$ cat config.mk
export PLATFORM = sky130hd
export DESIGN_NAME = bus_arbiter
export DESIGN_NICKNAME = d
export VERILOG_FILES = /design/src/rtl/bus_arbiter.sv
export SDC_FILE = /design/constraint.sdc
export NUM_CORES = 1
export LEC_CHECK = 0
export CAP_MARGIN = 20
export CORE_MARGIN = 2
export CORE_UTILIZATION = 26
export DETAILED_ROUTE_END_ITERATION = 10
export GPL_ROUTABILITY_DRIVEN = 1
export GPL_TIMING_DRIVEN = 0
export SYNTH_ARGS = -nofsm -noshare
export SYNTH_HDL_FRONTEND = slang
export SYNTH_SLANG_ARGS = --single-unit
$ cat constraint.sdc
create_clock -name clk_in -period 1.5 [get_ports clk_in]
set_input_delay 0.3 -clock clk_in [delete_from_list [all_inputs] [get_ports clk_in]]
set_output_delay 0.3 -clock clk_in [all_outputs]
set_load 0.05 [all_outputs]
$ cat src/rtl/bus_arbiter.sv
// bus_arbiter
// Shares one 16-bit-address / 8-bit-data memory bus between the CPU core and
// a DMA requester. Each access runs IDLE -> ACCESS (WAIT_STATES+1 cycles) ->
// DONE, where the owner gets a one-cycle ready pulse. DMA has fixed priority,
// but after DMA_BURST_MAX consecutive DMA grants taken while the CPU was
// waiting, the CPU is granted the next slot.
//
// Ports
//   clk_in, reset            clock, asynchronous active-low reset
//   cpu_req/cpu_READ_write/cpu_address/cpu_data_out   CPU request inputs
//   cpu_data_in, cpu_ready   CPU read data and completion pulse
//   dma_req/dma_READ_write/dma_address/dma_wdata      DMA request inputs
//   dma_rdata, dma_ready     DMA read data and completion pulse
//   mem_enable/mem_READ_write/mem_address/mem_data_out memory request outputs
//   mem_data_in              memory read data
//   owner                    last granted requester (0 = CPU, 1 = DMA)
//   fsm_state                current state (0 IDLE, 1 ACCESS, 2 DONE)
//
// Handshake: a requester raises *_req with its address, direction and write
// data and holds them stable until its *_ready pulse. The pulse lasts one
// cycle and marks completion; read data is valid from that cycle onward. A
// request still high during its own ready cycle is a new request, and a
// request dropped during ACCESS still completes with a ready pulse.
module bus_arbiter #(
    parameter int WAIT_STATES   = 1,
    parameter int DMA_BURST_MAX = 4
) (
    input  logic        clk_in,
    input  logic        reset,
    input  logic        cpu_req,
    input  logic        cpu_READ_write,
    input  logic [15:0] cpu_address,
    input  logic [7:0]  cpu_data_out,
    output logic [7:0]  cpu_data_in,
    output logic        cpu_ready,
    input  logic        dma_req,
    input  logic        dma_READ_write,
    input  logic [15:0] dma_address,
    input  logic [7:0]  dma_wdata,
    output logic [7:0]  dma_rdata,
    output logic        dma_ready,
    output logic        mem_enable,
    output logic        mem_READ_write,
    output logic [15:0] mem_address,
    output logic [7:0]  mem_data_out,
    input  logic [7:0]  mem_data_in,
    output logic        owner,
    output logic [1:0]  fsm_state
);

    localparam logic [2:0] WS   = 3'(WAIT_STATES);
    localparam logic [3:0] BMAX = 4'(DMA_BURST_MAX);

    typedef enum logic [1:0] {
        IDLE   = 2'd0,
        ACCESS = 2'd1,
        DONE   = 2'd2
    } state_t;

    state_t     state;
    logic [2:0] wait_cnt;
    logic [3:0] dma_streak;
    logic       grant_dma;

    // DMA wins a contested slot unless it has already taken BMAX in a row
    // while the CPU was waiting.
    always_comb begin
        grant_dma = dma_req && (!cpu_req || (dma_streak != BMAX));
    end

    assign fsm_state = state;

    always_ff @(posedge clk_in or negedge reset) begin
        if (!reset) begin
            state          <= IDLE;
            wait_cnt       <= 3'd0;
            dma_streak     <= 4'd0;
            mem_enable     <= 1'b0;
            mem_READ_write <= 1'b1;
            mem_address    <= 16'h0000;
            mem_data_out   <= 8'h00;
            cpu_data_in    <= 8'h00;
            dma_rdata      <= 8'h00;
            cpu_ready      <= 1'b0;
            dma_ready      <= 1'b0;
            owner          <= 1'b0;
        end else begin
            case (state)
                IDLE: begin
                    if (cpu_req || dma_req) begin
                        owner      <= grant_dma;
                        mem_enable <= 1'b1;
                        wait_cnt   <= WS;
                        state      <= ACCESS;
                        if (grant_dma) begin
                            mem_address    <= dma_address;
                            mem_READ_write <= dma_READ_write;
                            mem_data_out   <= dma_READ_write ? 8'h00 : dma_wdata;
                        end else begin
                            mem_address    <= cpu_address;
                            mem_READ_write <= cpu_READ_write;
                            mem_data_out   <= cpu_READ_write ? 8'h00 : cpu_data_out;
                        end
                        // Streak counts only DMA grants that made the CPU wait.
                        if (grant_dma && cpu_req) begin
                            if (dma_streak != BMAX) begin
                                dma_streak <= dma_streak + 4'd1;
                            end
                        end else begin
                            dma_streak <= 4'd0;
                        end
                    end
                end
                ACCESS: begin
                    if (wait_cnt == 3'd0) begin
                        mem_enable <= 1'b0;
                        state      <= DONE;
                        if (owner) begin
                            dma_ready <= 1'b1;
                            if (mem_READ_write) begin
                                dma_rdata <= mem_data_in;
                            end
                        end else begin
                            cpu_ready <= 1'b1;
                            if (mem_READ_write) begin
                                cpu_data_in <= mem_data_in;
                            end
                        end
                    end else begin
                        wait_cnt <= wait_cnt - 3'd1;
                    end
                end
                DONE: begin
                    cpu_ready <= 1'b0;
                    dma_ready <= 1'b0;
                    state     <= IDLE;
                end
                default: begin
                    state <= IDLE;
                end
            endcase
        end
    end

endmodule

==> results.json <==
{
  "outcome": "complete, but fails checks",
  "failed_checks": "setup timing",
  "hold_violations": 0,
  "cts_root_buf": "clkbuf_8",
  "io_pins": 109,
  "vias": 2667,
  "ys.flop_type": "dfrtp_1",
  "drtPass1Iterations": 4,
  "cp-end-kind": "flip-flop",
  "critPathTopFamily": "simple AND/OR/NAND/NOR gates",
  "clk_path_buf_depth": 2,
  "synth-compound-area-share_pct": 20.9,
  "detail-route-antenna-nets": 0,
  "finalCriticalPeriod_ns": 1.61,
  "core_area_sq_um": 9820,
  "num_antenna_cells": 0,
  "period_share_pct": 107,
  "synthMuxAreaShare_pct": 6.81,
  "netlist_instances": 263,
  "first_global_vias": 2837,
  "htreeDepth": 2,
  "max_freq_mhz": 621,
  "placed_area_sq_um": 3920,
  "wl_per_cell_microns": 16.1,
  "cp_cell_sequence": "inv_2, ha_4, and4b_4, buf_8, or3b_4, a31oi_1",
  "worst-path-buf-inv": 2,
  "crit_type": "reg2reg",
  "design_area_sq_um": 4430,
  "antenna_found_initial": 0,
  "synth_top_family_by_area": "compound AO/OA/AOI/OAI gates",
  "viasPerCell": 4.91,
  "ir_drop_mv": 0.964,
  "ys_ff_latch": 54,
  "yosys.area_share.simple_pct": 14.2,
  "clk_latency_ns": 0.31,
  "arrival_ns": 1.85,
  "floorplan.rows": 36,
  "hpwl_microns": 5910,
  "grt_max_degree": 31,
  "tightest_slew_ns": 0.686,
  "start_kind": "flip-flop",
  "path_max_fanout": 7,
  "synth_common_cells": "53 x dfrtp_1, 35 x o21ai_0, 25 x a21oi_1, 25 x a31oi_1, 21 x nand3_1",
  "slowest_stage": "dfrtp_1",
  "yosysMostFrequentCell": "dfrtp_1",
  "synth.cell_area_sq_um": 2650,
  "globalplace.congestion": 0.822,
  "yosysTopAreaCell": "dfrtp_1",
  "die_w_microns": 105,
  "fin_ws_ns": -0.111,
  "cap_violations": 0,
  "clkTransAtPathRegs_ns": 0.10,
  "numCtsBuffers": 5,
  "hp-class": "in2async",
  "setup-violations-final": 34,
  "fin_hold_ws_ns": 0.0172,
  "routed_wl_microns": 8730,
  "die_area_sq_um": 11000,
  "grt_use_total_pct": 15.9,
  "drc": 0,
  "ys_seq_area_share_pct": 51.1,
  "synthTopCellsByArea": "dfrtp_1 50%, mux2_2 6.8%, o21ai_0 6.6%",
  "synth_nets": 329,
  "synth_top_area_share_pct": 50.1,
  "cts_tree": "done",
  "grt_first_pass_wirelength_microns": 14100,
  "drt_iter0_drc": 75,
  "syn_to_final_growth_pct": 67.3,
  "holdBufCountCts": 0,
  "synth_cell_types": 38,
  "initial_utilization_pct": 26.9,
  "power_density_nw_per_um2": 2270,
  "layout-drive-gt1-share_pct": 38.0,
  "finalNetCount": 475,
  "synth_xor_area_share_pct": 0,
  "required_ns": 1.74,
  "cellLeakagePower_nw": 1.82,
  "slew_viol_final": 0,
  "finalClockSkew_ns": 0.00532,
  "worst_path_largest_cell_delay_ns": 0.41,
  "portBuffers": 107,
  "grt-ovfl-total": 0,
  "async_flop_share_pct": 100,
  "fin_util_pct": 45.1,
  "rsz0062_at_grt": "yes",
  "synth-edff-count": 0,
  "syn_avg_cell_area_sq_um": 10.1,
  "slew_headroom_pct": 54.3,
  "synthAdderAreaFrac_pct": 1.89,
  "cts_sinks": 54,
  "ys_warn_count": 0,
  "die_y_microns": 105
}
[cell families (layout without fill, tap and decap cells)]
logic type | count (synthesis) | count (layout)
flip-flops | 54 | 54
buffers and inverters | 31 | 178
multiplexers | 16 | 16
adder cells (fa/ha/maj) | 4 | 4
AO/OA/AOI/OAI | 97 | 97
AND/OR/NAND/NOR | 61 | 61
[cell usage in the layout, fill, tap and decap left out, drive strengths merged]
| cell type | n |
|---|---|
| o22ai | 1 |
| dlygate4sd2 | 1 |
| nand2b | 3 |
| dfrtp | 53 |
| a211o | 1 |
| nand4b | 1 |
| a22oi | 1 |
| or4 | 1 |
| nor2b | 11 |
| clkbuf | 34 |
| o2bb2ai | 1 |
| or3b | 8 |
| a31oi | 25 |
| clkdlybuf4s50 | 58 |
| dfstp | 1 |
| or4b | 1 |
| a22o | 2 |
| nand4 | 3 |
| clkdlybuf4s15 | 25 |
| buf | 47 |
| clkinvlp | 1 |
| o31ai | 1 |
| nand3 | 21 |
| a31o | 1 |
| nor2 | 5 |
| a2bb2oi | 1 |
| a21oi | 25 |
| or2 | 3 |
| o21ai | 35 |
| ha | 4 |
| a21o | 1 |
| and4b | 1 |
| clkinv | 1 |
| nor3 | 2 |
| o211ai | 2 |
| or2b | 1 |
| mux2 | 16 |
| inv | 11 |
[final timing paths]
kind,start,to,slack (ns),cells after the start
worst min-delay path,reset,mem_enable$_DFFE_PN0P_,0.02,1
max in group asynchronous,reset,mem_READ_write$_DFFE_PN1P_,0.83,2
worst min register to register,cpu_data_in[5]$_DFFE_PN0P_,cpu_data_in[5]$_DFFE_PN0P_,0.51,1
worst max register to register,dma_streak[1]$_DFFE_PN0P_,mem_data_out[7]$_DFFE_PN0P_,-0.11,6
worst max-delay path,dma_streak[1]$_DFFE_PN0P_,mem_data_out[7]$_DFFE_PN0P_,-0.11,6
min in group clk_in,cpu_data_in[5]$_DFFE_PN0P_,cpu_data_in[5]$_DFFE_PN0P_,0.51,1
[metrics by stage]
stage,setup TNS [ns],cells,total power [mW],worst slack [ns]
finish,-1.26,543,10.0,-0.111
global route,-4.13,543,10.6,-0.159
CTS,-2.24,538,9.92,-0.163
detailed placement,-24.94,504,8.53,-0.680
global placement,-111.31,503,8.47,-1.84
floorplan,-3.81,263,6.50,-0.127
[sequential cells by signal (all words and copies together) (netlist names)]
signal	flops
mem_address	16
cpu_data_in	8
dma_rdata	8
mem_data_out	8
dma_streak	4
wait_cnt	3
fsm_state	2
cpu_ready	1
dma_ready	1
mem_READ_write	1
mem_enable	1
owner	1
[power breakdown]
part | switching (mW) | internal (mW) | total, mW | leakage, nW
sequential | 0.461 | 2.19 | 2.65 | 0.624
clock | 0.516 | 0.338 | 0.854 | 0.0447
combinational | 4.09 | 2.44 | 6.53 | 1.15
[per-layer routing]
layer	up-vias	part of all wire, %	global-route usage [%]
met1	1299	42	18.8
met4	0	1.6	4.57
met2	95	50	28.1
li1	1259	-	-
met5	-	0	0
met3	14	6.9	4.49
[worst reg2reg max path: stages (launching register included)]
cell	delay, ns
dfrtp_1	0.41
inv_2	0.07
ha_4	0.16
and4b_4	0.24
buf_8	0.14
or3b_4	0.37
a31oi_1	0.16
[cell type report]
cell class	count	area (sq um)
Buffer	17	126
Clock buffer	5	68.8
Clock inverter	3	25.0
Fill cell	1010	5390
Inverter	10	37.5
Multi-Input combinational cell	178	1320
Sequential cell	54	1360
Tap cell	133	166
Timing Repair Buffer	143	1330
[timing repair]
item / 4_1_cts / 5_1_grt
resized for setup: 193 / 48
setup buffers: 24 / 7
cloned: 3 / 1
pin swaps: 29 / 18
setup endpoints to repair: 96 / 71
Note: power is estimated with default switching activity, not from simulation.
